### src/rtl/tick_processor.sv
// Tick-paced 16-bit-instruction processor: eight DATA_W registers, Z/C flags, branches, OUT port.
// Define TICK_PROCESSOR_HALT_EN to make opcode E a sticky HALT; otherwise E is a NOP and halted stays 0.
module tick_processor #(
  parameter int DATA_W   = 16,
  parameter int ADDR_W   = 4,
  parameter int TICK_DIV = 50000000
) (
  input  logic              clk,
  input  logic              rst,
  input  logic [15:0]       instruction,
  output logic [ADDR_W-1:0] address,
  output logic [DATA_W-1:0] result,
  output logic              out_valid,
  output logic              halted
);

  localparam int CNT_W = (TICK_DIV > 1) ? $clog2(TICK_DIV) : 1;
  localparam logic [CNT_W-1:0] CNT_MAX = CNT_W'(TICK_DIV - 1);
`ifdef TICK_PROCESSOR_HALT_EN
  localparam bit HALT_EN = 1'b1;
`else
  localparam bit HALT_EN = 1'b0;
`endif

  typedef enum logic [3:0] {
    OP_NOP  = 4'h0, OP_LDI  = 4'h1, OP_ADD  = 4'h2, OP_SUB  = 4'h3,
    OP_AND  = 4'h4, OP_OR   = 4'h5, OP_XOR  = 4'h6, OP_SHL  = 4'h7,
    OP_JMP  = 4'h8, OP_BZ   = 4'h9, OP_BNZ  = 4'hA, OP_BC   = 4'hB,
    OP_NOPC = 4'hC, OP_NOPD = 4'hD, OP_HALT = 4'hE, OP_OUT  = 4'hF
  } op_e;

  // Returns {carry/borrow, value}; logic ops clear the carry bit naturally.
  function automatic logic [DATA_W:0] alu(input op_e opc, input logic [DATA_W-1:0] a,
                                          input logic [DATA_W-1:0] b);
    case (opc)
      OP_ADD:  alu = {1'b0, a} + {1'b0, b};
      OP_SUB:  alu = {1'b0, a} - {1'b0, b};
      OP_AND:  alu = {1'b0, a & b};
      OP_OR:   alu = {1'b0, a | b};
      OP_XOR:  alu = {1'b0, a ^ b};
      OP_SHL:  alu = {a, 1'b0};
      default: alu = {1'b0, a};
    endcase
  endfunction

  logic [CNT_W-1:0]  cnt_q, cnt_d;
  logic [ADDR_W-1:0] address_q, address_d;
  logic [DATA_W-1:0] result_q, result_d;
  logic              out_valid_q, out_valid_d;
  logic              halted_q, halted_d;
  logic              z_q, z_d, c_q, c_d;
  logic [DATA_W-1:0] regs_q [8];
  logic [DATA_W-1:0] regs_d [8];

  op_e               op;
  logic [2:0]        ra, rb;
  logic [7:0]        imm;
  logic [ADDR_W-1:0] target;
  logic [DATA_W-1:0] ra_val, rb_val;
  logic [DATA_W:0]   alu_out;
  logic              tick;

  assign op     = op_e'(instruction[15:12]);
  assign ra     = instruction[11:9];
  assign rb     = instruction[8:6];
  assign imm    = instruction[7:0];
  assign target = instruction[ADDR_W-1:0];
  assign ra_val = regs_q[ra];
  assign rb_val = regs_q[rb];

  always_comb begin
    regs_d      = regs_q;
    z_d         = z_q;
    c_d         = c_q;
    address_d   = address_q;
    result_d    = result_q;
    out_valid_d = 1'b0;
    halted_d    = halted_q;
    tick        = (cnt_q == CNT_MAX);
    cnt_d       = tick ? '0 : cnt_q + CNT_W'(1);
    alu_out     = alu(op, ra_val, rb_val);

    if (tick && !halted_q) begin
      address_d = address_q + ADDR_W'(1);
      case (op)
        OP_LDI: regs_d[ra] = DATA_W'(imm);
        OP_ADD, OP_SUB, OP_AND, OP_OR, OP_XOR, OP_SHL: begin
          regs_d[ra] = alu_out[DATA_W-1:0];
          z_d        = (alu_out[DATA_W-1:0] == '0);
          c_d        = alu_out[DATA_W];
        end
        OP_JMP: address_d = target;
        OP_BZ:  if (z_q)  address_d = target;
        OP_BNZ: if (!z_q) address_d = target;
        OP_BC:  if (c_q)  address_d = target;
        OP_HALT: begin
          if (HALT_EN) begin
            halted_d  = 1'b1;
            address_d = address_q;
          end
        end
        OP_OUT: begin
          result_d    = ra_val;
          out_valid_d = 1'b1;
        end
        default: ;
      endcase
    end
  end

  always_ff @(posedge clk) begin
    if (rst) begin
      cnt_q       <= '0;
      address_q   <= '0;
      result_q    <= '0;
      out_valid_q <= 1'b0;
      halted_q    <= 1'b0;
      z_q         <= 1'b0;
      c_q         <= 1'b0;
      for (int i = 0; i < 8; i++) regs_q[i] <= '0;
    end else begin
      cnt_q       <= cnt_d;
      address_q   <= address_d;
      result_q    <= result_d;
      out_valid_q <= out_valid_d;
      halted_q    <= halted_d;
      z_q         <= z_d;
      c_q         <= c_d;
      regs_q      <= regs_d;
    end
  end

  assign address   = address_q;
  assign result    = result_q;
  assign out_valid = out_valid_q;
  assign halted    = halted_q;

endmodule

### config.mk
export PLATFORM = sky130hd
export DESIGN_NAME = tick_processor
export DESIGN_NICKNAME = d
export VERILOG_FILES = /design/src/rtl/tick_processor.sv
export SDC_FILE = /design/constraint.sdc
export NUM_CORES = 1
export LEC_CHECK = 0
export CORE_ASPECT_RATIO = 0.7
export CORE_MARGIN = 5
export CORE_UTILIZATION = 45
export DETAILED_ROUTE_END_ITERATION = 6
export SLEW_MARGIN = 20
export SYNTH_ARGS = -nofsm -noshare
export SYNTH_HDL_FRONTEND = slang
export SYNTH_SLANG_ARGS = --single-unit
### constraint.sdc
create_clock -name clk -period 6.1 [get_ports clk]
set_input_delay 0.915 -clock clk [delete_from_list [all_inputs] [get_ports clk]]
set_output_delay 0.915 -clock clk [all_outputs]
set_load 0.01 [all_outputs]
* Word-level counts from Yosys, hierarchy flattened
Index checks and enable logic that the tools add are counted.
** Cells by class
- Reductions and logical operators :: 9
- Mux-type cells :: 17
- Bitwise gates (word level) :: 6
- Shifts and indexed selects :: 0
- $add $sub $neg :: 4
- Divide/modulo/power cells :: 0
- Multipliers :: 0
- $lt $le $gt $ge :: 3
- Equality and inequality tests :: 13
** Operator list (number)
- bitwise mux 128 bit :: 2
- case mux 128 bit (2 select lines) :: 1
- case mux 17 bit (6 select lines) :: 1
- binary-select mux 16 bit (select 3 bit) :: 2
- two-way mux 16 bit :: 5
- demux 16 bit (select 3 bit) :: 1
- adder 26 x 1 -> 26 bit, second input constant :: 1
- == test 26 bit, second input constant :: 1
- == test 4 bit, second input constant :: 5
- adder 16 x 16 -> 17 bit :: 1
- subtractor 16 x 16 -> 17 bit :: 1
- bitwise AND 16 bit :: 1
- == test 4 x 3 -> 1 bit, second input constant :: 4
- zero test 16 bit :: 1
- bitwise OR 16 bit :: 1
- case mux 4 bit (4 select lines) :: 1
- bitwise XOR 16 bit :: 1
- two-way mux 4 bit :: 3
- == test 4 x 2 -> 1 bit, second input constant :: 2
- greater-or-equal comparator 4 bit, second input constant :: 2
- NOT 3 -> 4 bit :: 2
- AND reduction 2 bit :: 3
- OR reduction 6 bit :: 1
- adder 4 x 1 -> 4 bit, second input constant :: 1
- 7 further kinds :: 8
** Storage, ports and cells
- Memories kept :: 0
- Bits in read-only memories :: 0
- Output and inout port bits :: 22
- Logic and storage cells :: 66
- Input port bits :: 18
- Bits in registers :: 177
- RAM bits :: 0
- Latch bits :: 0

* Depth between registers and ports, before layout
- Depth in word-level cells :: 8
- Gate-level depth with buffers :: 20
- Gate-level depth less buffers :: 17

* Least setup slack after synthesis
OpenSTA, ideal clock, no wires.
- Path type :: in2reg
- Start point :: input instruction[6]
- End point :: register z_q
- Setup slack :: 1015 ps
- Required time :: 5984 ps
- Cell stages on the path :: 19
- Buffers on the path :: 3
- Arrival :: 4970 ps
- Path through :: buf_2 buf_2 mux4_2 mux2i_1 ha_1 nand4_1 o31ai_1 xnor2_1 ha_1 clkbuf_1 nand2_1 o21ai_0 nand3_1 and4_1 o31ai_1 mux2_2 o221ai_2 nor4_1 a31o_1
** Between the ends
- Word-level cells in the longest chain between the ends :: 7
- Elaborated cells between the ends (all ways) :: 11
** RTL lines
- start, declared :: line 10 : input logic [15:0] instruction,
- NOT 3 -> 4 bit (not written as such) * :: line 69 : assign rb_val = regs_q[rb];
- binary-select mux 16 bit (select 3 bit) * :: line 69
- two-way mux 16 bit (not written as such) * (2 in a row) :: line 69
- subtractor 16 x 16 -> 17 bit (tied with other cells) :: line 37 : OP_SUB: alu = {1'b0, a} - {1'b0, b};
- case mux 17 bit (6 select lines) * :: line 35 : case (opc)
- zero test 16 bit * :: line 89 : z_d = (alu_out[DATA_W-1:0] == '0);
- end signal, assigned :: line 127 : z_q <= z_d;
- end, declared :: line 51 : logic z_q, z_d, c_q, c_d;
Every way passes the cells marked *; elsewhere a longest branch is shown, timed or not. The select of a mux whose other input is x is not followed.
A chain may end at the register's enable or synchronous reset.

* Worst setup path in the final report
Ends and elaborated chain as after synthesis.

==> flow_results.org <==
** Clock network
- TritonCTS built the clock tree.
- After clock tree synthesis, the setup repair step added 0 buffers.
- The number of clock buffers added by TritonCTS is 17.
- Clock Sink Count :: 177
- Post-CTS repair changed the size of 0 cells.
- The later pin in the worst-skew pair is clocked with a latency of 0.45 ns.
- Clock-pin slew was measured on the worst setup and hold paths at ~0.060 ns.
- Clock Root Buffer :: clkbuf_16
- Number of buffers inserted by hold repair at cts :: 0
- H-tree levels :: 4
- The clock passes through at most 2 buffers.

** STA
- Post-route minimum period :: 5.74 ns
- Share of the clock period used by the worst path :: 0.941
- The number of hold violations in the final report came to 0.
- After routing, the total negative slack on setup checks comes to 0 ns.
- Unrepaired setup endpoints after global routing :: false
- For the pin with the worst max-slew slack, the measured transition is 1.15 ns.
- Final setup violation count :: 0
- Headroom to the max-slew limit :: 0.234
- The max-slew violation count was 0.
- Skew final :: roughly 0.014 ns
- Top achievable clock speed :: between 150 and 200 MHz

** Power
- The share of total power dissipated in the clock network is 0.440.
- Of the total power, the share spent switching nets is 0.261.
- Dividing total power by cell area gives a power density of roughly 210 mW/mm^2.
- In this run the static leakage power is 0.00461 uW.
- The share of total power dissipated in combinational logic is 0.109.
- Switching power :: between 600 and 700 uW
- The share of total power dissipated in sequential elements is 0.450.
- Worst IR Drop VDD :: 208 uV
- The internal portion of the total power is 1900 uW.

** Setup path
- STA classifies the critical path endpoint as a flop.
- Launch point of the worst path :: instruction[6]
- STA classifies the critical path startpoint as an input port.
- The setup check on the worst reg-to-reg path leaves a slack of 1.29 ns.
- Along the worst path, the maximum fanout reaches 9.
- Data arrival at the endpoint of the critical path :: a little over 6 ns
- At the worst endpoint, the required time is 6.44 ns.
- Crit Path Class :: input port to flop
- FF-to-FF Start :: regs_q[7]

** Detailed routing
- Antenna-violating nets left :: 0
- In the routed design, unresolved DRC markers number 0.
- Number of DRC markers after the initial detailed-route iteration :: between 900 and 1,000
- DR vias/cell :: ~6
- Total number of vias :: 10,000
- Before antenna repair, the detailed router went through 5 iterations.
- WL final :: 35.7 mm
- Routed wire length per instance :: 21.3 um

** Worst hold path
- Path type of the worst min-delay path :: flop to flop
- The worst hold path begins at result[14].

** Synthesis
- Average size of a mapped cell :: between 8 and 9 um^2
- Summing every instance area after synthesis gives 0.0110 mm^2.
- The share of synthesized area in the top cell type comes to 0.322.
- The share of the Yosys chip area taken by registers is 0.322.
- Cell type contributing the most total cell area after synthesis :: dfxtp_1
- Yosys printed 0 warnings.
- Cells after synthesis :: 1,338
- The most used flip-flop cell after synthesis is dfxtp_1.
- Number of enable-type register cells in the synthesized netlist :: 0
- Most frequently used cell type in the post-synthesis netlist :: nand2_1
- For this run, asynchronously set or reset flops after synthesis account for 0.
- The commonest cells after synthesis are nand2_1, a21oi_1, dfxtp_1.
- In this run, distinct cell masters in the synthesized netlist total 71.
- Count of state elements after synthesis :: 177
- Synthesized net count :: 1,410
- Ranked by total cell area, the synthesized netlist is headed by dfxtp_1, mux4_2, nand2_1.

** Die
- Measured along the x axis, the die boundary spans 197 um.
- Total core area :: around 0.024 mm^2
- Die footprint :: 0.0277 mm^2
- For this configuration, the core starts out at a cell density of 0.461.
- Io pins :: 40
- Height of the chip :: 141 um
- Row count :: 47

** Global route
- The via count of the first global-routing pass came to 9,588.
- Total global routing overflow :: 0
- Entering global routing, the biggest net connects 79 pins.
- The number of antenna violations at the first check in global routing came to 0.
- The first global-routing pass estimated about 55 mm of wire.
- Global routing usage summed across all routing layers :: 0.256

** Cells and area
- Final Instance Count excl. Fillers :: around 1,700
- 0 antenna diodes ended up in the layout.
- Share of the core filled with cells :: 0.515
- Number of nets in the finished design :: 1,423
- Share of cells above drive strength 1 :: 0.122
- Fill cells in the final layout number around 2,300.
- The area growth from synthesis to layout is 11.9%.

** Placed design
- HPWL after detailed placement :: 24.4 mm
- Once placement completed, the tool counted placed cells totaling 1,650.
- Routability-driven placement finished with a final weighted congestion of between 0.9 and 1.
- Port buffering added 38 buffers.

** Status
- Status :: finished, final reports clean

** Run
- Max-cap viol count :: 0
## through the flow
stage / power (uW) / setup slack (ns) / hold slack (ns) / cell area [um^2]
finish: 2570 / 0.358 / 0.456 / 12300
global route: 2660 / 0.0761 / 0.464 / 12300
CTS: 2580 / 0.468 / 0.458 / 12300
detailed placement: 1460 / 0.00528 / 0.449 / 11700
global placement: 1460 / 0.167 / 0.444 / 11700
floorplan: 1380 / 1.01 / 0.437 / 11000
## critical path, cell delays in order
cell and delay, ns:
clkdlybuf4s50_1 0.73, mux4_2 0.57, mux2i_1 0.38, ha_1 0.28, nand4_1 0.24, o31ai_1 0.35
xnor2_1 0.11, ha_1 0.42, nand2_1 0.10, o21ai_0 0.16, nand3_1 0.12, and4_1 0.27
o31ai_1 0.27, mux2_2 0.39, o221ai_2 0.44, nor4_1 0.10, a31o_1 0.22
## cell usage in the layout (no fill, tap or decap), types with 6 or more instances in the layout
master,Yosys,layout
o22ai_1,11,11
a31oi_1,12,12
a21oi_1,183,183
inv_1,39,39
xnor2_1,22,22
dfxtp_1,177,177
xor2_1,22,22
nand2_1,287,287
clkbuf_16,0,17
ha_1,53,53
o211ai_1,8,8
nor2_1,113,106
buf_4,2,38
mux2_2,14,14
nand4_1,7,7
or2_2,6,6
nand3_1,28,28
nor3b_1,8,7
mux2i_1,51,51
nor3_1,7,7
o21ai_0,27,27
and3_1,13,13
nor2b_1,13,13
nand2b_1,8,8
clkdlybuf4s50_1,0,33
nor2_2,0,7
a21o_1,10,10
mux4_2,50,50
## metal layers
layer / global-route usage / vias up / part of all wire
li1: - / 4716 / -
met1: 0.379 / 4848 / 0.47
met2: 0.383 / 377 / 0.43
met4: 0.0715 / 0 / 0.018
met3: 0.0470 / 65 / 0.085
met5: 0 / - / 0
## state kept, by name (all words and copies together), names as in the netlist
register   flops
result        16
out_valid      1
address        4
cnt_q         26
z_q            1
c_q            1
regs_q       128
## power by group through the flow
stage | Sequential, uW | Clock [uW] | Combinational (uW)
after floorplan | 1180 | 0 | 191
after global placement | 1190 | 0 | 273
after detailed placement | 1190 | 0 | 275
after CTS | 1160 | 1150 | 276
after global routing | 1160 | 1200 | 300
final | 1160 | 1130 | 281
## kinds of logic after synthesis
| family | after synthesis | synth area share |
|---|---|---|
| and+or+nand+nor | 518 | 0.205 |
| AOI/OAI and AO/OA | 299 | 0.159 |
| DFF | 177 | 0.322 |
| buffers and inverters | 127 | 0.0486 |
| muxes | 118 | 0.168 |
| adders and majority gates | 54 | 0.0621 |
| xor gates and xnor gates | 44 | 0.0350 |
| other | 1 | 0.000341 |
## area by class of cell
class / instances / area, um^2 / area share
multi-input combinational: 1034 / 6940 / 0.564
sequential: 177 / 3540 / 0.288
timing repair buffer: 77 / 676 / 0.0549
clock buffer: 19 / 443 / 0.0360
tap: 318 / 398 / 0.0323
inverter: 44 / 165 / 0.0134
clock inverter: 10 / 139 / 0.0113
## worst paths after layout
check / cells after the start / end
setup / recovery: 17 / z_q
hold / removal: 2 / result[14]
setup reg to reg: 15 / z_q
hold reg to reg: 2 / result[14]
Note: power is estimated with default switching activity, not from simulation.
